File: config.mk
export PLATFORM = sky130hd
export DESIGN_NAME = pio_edge_capture_slave
export DESIGN_NICKNAME = d
export VERILOG_FILES = /design/src/rtl/pio_edge_capture_slave.sv
export SDC_FILE = /design/constraint.sdc
export NUM_CORES = 1
export LEC_CHECK = 0
export ABC_AREA = 1
export BUFFER_PORTS_ARGS = -buffer_cell sky130_fd_sc_hd__buf_2
export CAP_MARGIN = 5
export CORE_MARGIN = 2
export CORE_UTILIZATION = 48
export DETAILED_ROUTE_END_ITERATION = 12
export GPL_TIMING_DRIVEN = 0
export PLACE_DENSITY = 0.89
export SKIP_LAST_GASP = 1
export SLEW_MARGIN = 15
export SYNTH_ARGS = -nofsm -noshare
export SYNTH_HDL_FRONTEND = slang
export SYNTH_SLANG_ARGS = --single-unit
File: constraint.sdc
create_clock -name clk_clk -period 1.2 [get_ports clk_clk]
set_input_delay 0.24 -clock clk_clk [delete_from_list [all_inputs] [get_ports clk_clk]]
set_output_delay 0.24 -clock clk_clk [all_outputs]
set_load 0.05 [all_outputs]
File: src/rtl/pio_edge_capture_slave.sv
// Avalon-MM PIO responder: synchronised, debounced inputs with edge capture,
// masked level interrupt and an output register.
module pio_edge_capture_slave #(
  parameter int IN_WIDTH        = 4,
  parameter int OUT_WIDTH       = 7,
  parameter int DEBOUNCE_CYCLES = 4,
  parameter int EDGE_MODE       = 1
) (
  input  logic                 clk_clk,
  input  logic                 reset_reset_n,
  input  logic [1:0]           avs_address,
  input  logic                 avs_read,
  input  logic                 avs_write,
  input  logic [31:0]          avs_writedata,
  output logic [31:0]          avs_readdata,
  output logic                 irq,
  input  logic [IN_WIDTH-1:0]  in_port,
  output logic [OUT_WIDTH-1:0] out_port
);

  localparam int CW =
    (DEBOUNCE_CYCLES > 0) ? $clog2(DEBOUNCE_CYCLES + 1) : 1;
  localparam int CMAX_I =
    (DEBOUNCE_CYCLES > 0) ? DEBOUNCE_CYCLES - 1 : 0;
  localparam logic [CW-1:0] CMAX = CW'(CMAX_I);

  logic [IN_WIDTH-1:0]  s1, s2, d, d_nxt;
  logic [IN_WIDTH-1:0]  mask, cap, cap_nxt;
  logic [IN_WIDTH-1:0]  rise, fall, edge_hit, w1c;
  logic [OUT_WIDTH-1:0] out_q;
  logic [CW-1:0]        cnt_q [IN_WIDTH];
  logic [CW-1:0]        cnt_n [IN_WIDTH];
  logic [31:0]          rd_mux;
  logic                 a_data, a_mask, a_cap, a_out;
  logic                 unused_wdata;

  assign unused_wdata = ^avs_writedata;

  assign a_data = (avs_address == 2'd0);
  assign a_mask = (avs_address == 2'd1);
  assign a_cap  = (avs_address == 2'd2);
  assign a_out  = (avs_address == 2'd3);

  // Two-flop synchroniser on the raw asynchronous inputs.
  always_ff @(posedge clk_clk or negedge reset_reset_n) begin
    if (!reset_reset_n) begin
      s1 <= '0;
      s2 <= '0;
    end else begin
      s1 <= in_port;
      s2 <= s1;
    end
  end

  // Per-bit debounce: a change must sit at s2 for N cycles to be accepted.
  always_comb begin
    d_nxt = d;
    for (int i = 0; i < IN_WIDTH; i++) begin
      cnt_n[i] = '0;
      if (DEBOUNCE_CYCLES == 0) begin
        d_nxt[i] = s2[i];
      end else if (s2[i] == d[i]) begin
        cnt_n[i] = '0;
      end else if (cnt_q[i] == CMAX) begin
        d_nxt[i] = s2[i];
        cnt_n[i] = '0;
      end else begin
        cnt_n[i] = cnt_q[i] + 1'b1;
      end
    end
  end

  // Debounced state and counters.
  always_ff @(posedge clk_clk or negedge reset_reset_n) begin
    if (!reset_reset_n) begin
      d <= '0;
      for (int i = 0; i < IN_WIDTH; i++) cnt_q[i] <= '0;
    end else begin
      d <= d_nxt;
      for (int i = 0; i < IN_WIDTH; i++) cnt_q[i] <= cnt_n[i];
    end
  end

  // Edge selection; a new edge overrides a same-cycle clear.
  always_comb begin
    rise = d_nxt & ~d;
    fall = ~d_nxt & d;
    if (EDGE_MODE == 0)
      edge_hit = rise;
    else if (EDGE_MODE == 1)
      edge_hit = fall;
    else
      edge_hit = rise | fall;
    w1c = '0;
    if (avs_write && a_cap)
      w1c = avs_writedata[IN_WIDTH-1:0];
    cap_nxt = (cap & ~w1c) | edge_hit;
  end

  // Capture, mask and output registers.
  always_ff @(posedge clk_clk or negedge reset_reset_n) begin
    if (!reset_reset_n) begin
      cap   <= '0;
      mask  <= '0;
      out_q <= '0;
    end else begin
      cap <= cap_nxt;
      if (avs_write && a_mask)
        mask <= avs_writedata[IN_WIDTH-1:0];
      if (avs_write && a_out)
        out_q <= avs_writedata[OUT_WIDTH-1:0];
    end
  end

  // Read mux sees pre-write register values.
  always_comb begin
    rd_mux = '0;
    unique case (1'b1)
      a_data: rd_mux = 32'(d);
      a_mask: rd_mux = 32'(mask);
      a_cap:  rd_mux = 32'(cap);
      a_out:  rd_mux = 32'(out_q);
      default: rd_mux = '0;
    endcase
  end

  // Read data is registered on the read strobe and held until the next read.
  always_ff @(posedge clk_clk or negedge reset_reset_n) begin
    if (!reset_reset_n)
      avs_readdata <= '0;
    else if (avs_read)
      avs_readdata <= rd_mux;
  end

  assign irq      = |(cap & mask);
  assign out_port = out_q;

endmodule

==> metrics.md <==
| Metric | Value |
|---|---|
| Status | finished with violations |
| Violated checks | setup timing |
| Synthesized area per cell | 9.67 µm² |
| Met3 usage in global routing | 4.47% |
| Max VDD drop | 0.768 mV |
| Worst Tran Pin Value | 0.977 ns |
| Synth Flop Type | dfrtp_1 |
| Final Hold Viols | 0 |
| CTS Buf Count | 5 |
| Hold/Removal Path Class | in2reg |
| RR Startpoint | cnt_q[0] |
| Largest stage delay, worst path | 0.40 ns |
| Leading post-synthesis cells by cell area | dfrtp_1, buf_4, nand2_1 |
| Top-Level Pins | 82 |
| Fill cell total of the finished layout | 364 |
| Layout cell share with drive strength beyond 1 | 29.6% |
| Worst r2r path cells | 4 |
| Starting density of the core | 49.3% |
| Yosys warns | 0 |
| First-pass GRT wire length | 6.64 mm |
| Reg-to-Reg End | cnt_q[0] |
| Residual DRC | 0 |
| Synth cell types | 20 |
| Slew margin rel. | 34.8% |
| GRT Resource Usage Total | 17.2% |
| RSZ-0062 raised after global routing | true |
| Die Ht | 70.4 µm |
| Crit-path slowest cell | dfrtp_1 |
| Hpwl dp | 2.73 mm |
| H-Tree Depth | 2 |
| CTS tree | built |
| Die X | about 70 µm |
| Avg Vias per Cell | 4.65 |
| DR iter-0 viols | 128 |
| Ys async rst share | 100% |
| Post-synthesis sequential area ratio | 54.4% |
| Met2 GRT Util | 29.1% |
| Post-synth EDFFs | 0 |
| Max-Cap Viols | 0 |
| Finished Layout Cells | between 300 and 400 |
| Root buffer cell | clkbuf_8 |
| FF-to-FF setup slack | 0.12 ns |
| Top cells by count, synth | dfrtp_1, nand2_1, buf_4, nor2_1, inv_1 |
| Clock Latency Late Sink | 0.29 ns |
| Clk_skew | 0.00522 ns |
| Pin count of the biggest net entering global routing | 47 |
| Slew Limit Fails | 0 |
| Core box area | approximately 0.0043 mm² |
| GRT Max-Usage Layer | met2 |
| Hold path depth | 1 |
| Post-layout net count | 334 |
| CP max FO | 3 |
| Hold wc startpoint | in_port[1] |
| CP startpoint kind | flip-flop |
| Final core occ | between 60% and 70% |
| Clk slew on worst S/H paths | 0.08 ns |
| Antenna-violating nets left | 0 |
| Critical Path End Type | output pin |
| Fin crit share | 111% |
| Post-Syn Instances | 219 |
| Leak | roughly 0.0014 µW |
| Initial antenna violation count | 0 |
| Critical setup path kind | reg2out |
| Fin crit period | 1.33 ns |
| M1 GR Usage | 20.1% |
| Final setup margin | -0.129 ns |
| Cell Chain, Critical Path | nand2_1, nand4_1, buf_6 |
| Routed len/inst | 11.2 µm |
| PwrDens | 1780 mW/mm² |
| Placed insts | 326 |
| Area delta synth->final | 22.8% |
| Count leader, synth | dfrtp_1 |
| F_max | 753 MHz |
| Full die area | 0.00496 mm² |
| Mapped Area | 0.00212 mm² |
| Antenna fix cells | 0 |
| Worst EP arrival | 1.09 ns |
| CTS sink count | 46 |
| Grt ovf | 0 |
| Vias in the first global route | 1502 |
| Pre-Repair DR Iteration Count | 4 |
| Worst slack, placed | 0.102 ns |
| Buffers on Ports | 31 |
| # rows | 24 |
| Flops & latches, synth | 46 |
| CTS max path bufs | 2 |
| Critical Path RT | 0.96 ns |
| Detailed-route via count | 1576 |
| Worst Hold End | s1[1] |
| Routability congestion estimate | 0.898 |
| Hold buffers post-CTS | 0 |
| Yosys top cell area share | between 50% and 60% |
| # setup viols final | 1 |
| Routed WL | ~3.8 mm |
| Post-synth top area cell | dfrtp_1 |
-- per-layer routing --
layer / vias up / routed length, µm
li1: 783 / -
met1: 720 / 1450
met2: 65 / 2000
met3: 8 / 271
met4: 0 / 82
met5: - / 0
-- cell type report --
type,instances,area (µm²),area share (%)
flip-flops and latches,46,1150,44.3
multi-input cells,147,758,29.2
repair buffers,38,236,9.10
plain buffers,29,226,8.71
clock buffers,6,82.6,3.18
inverters,21,78.8,3.03
well taps,52,65.1,2.50
-- state kept, by name, summed over array words and instances (netlist names) --
name          count
out_port          7
s1                4
mask              4
avs_readdata      7
cnt_q            12
s2                4
cap               4
d                 4
-- power breakdown --
part / total (µW) / switching (µW) / internal, µW
combinational: 1590 / 1010 / 578
clock: 915 / 471 / 444
sequential: 2130 / 242 / 1880
-- through the flow --
step / setup TNS, ns / area [µm²] / hold WS, ns / power [µW]
global placement: 0 / 2430 / 0.332 / 3510
CTS: -0.120 / 2550 / 0.0391 / 4580
detailed placement: 0 / 2430 / 0.336 / 3590
finish: -0.129 / 2600 / 0.0448 / 4630
global route: -0.202 / 2600 / 0.0267 / 4960
floorplan: 0 / 2210 / -0.0556 / 3250
-- worst max-delay path, delay by kind of cell, from the launching register on --
family	cells	cell delay, ns
AND/OR/NAND/NOR	2	0.21
buffers and inverters	1	0.19
flip-flops	1	0.40
-- kinds of logic after synthesis --
family | Yosys count | synth area share, %
fa+ha+maj | 4 | 2.36
other cells | 1 | 0.177
compound gates | 22 | 6.62
simple gates | 92 | 20.4
xor+xnor | 4 | 1.65
buf+inv | 50 | 14.4
flops | 46 | 54.4
-- worst max-delay path by stage --
stage | startpoint | endpoint
2_1_floorplan | mask[1] | irq
3_3_place_gp | reset_reset_n | cnt_q[5]
3_5_place_dp | reset_reset_n | avs_readdata[0]
4_1_cts | cap[3] | irq
5_1_grt | cap[2] | irq
6_report | cap[2] | irq
-- cell usage in the layout, fill, tap and decap left out --
cell / instances
o21ai_2: 7
nand3_4: 3
xnor2_1: 4
buf_2: 22
clkbuf_8: 6
o22ai_1: 3
nor2_1: 22
nor3b_1: 3
clkbuf_4: 6
conb_1: 25
nor2_2: 1
buf_4: 35
buf_6: 4
ha_1: 4
nand3_1: 20
nand2_1: 37
nor3_1: 4
o21ai_1: 4
inv_1: 21
a21oi_1: 3
dfrtp_1: 46
nor3_2: 1
nand4_1: 1
o21ai_0: 5
-- repair_timing --
| item | in CTS | in global routing |
|---|---|---|
| setup buffers | 4 | 3 |
| cloned | 0 | 0 |
| gates resized for setup | 5 | 8 |
| pin swaps | 2 | 3 |
| setup endpoints to repair | 4 | 9 |
Power figures use the tool's default switching activity.
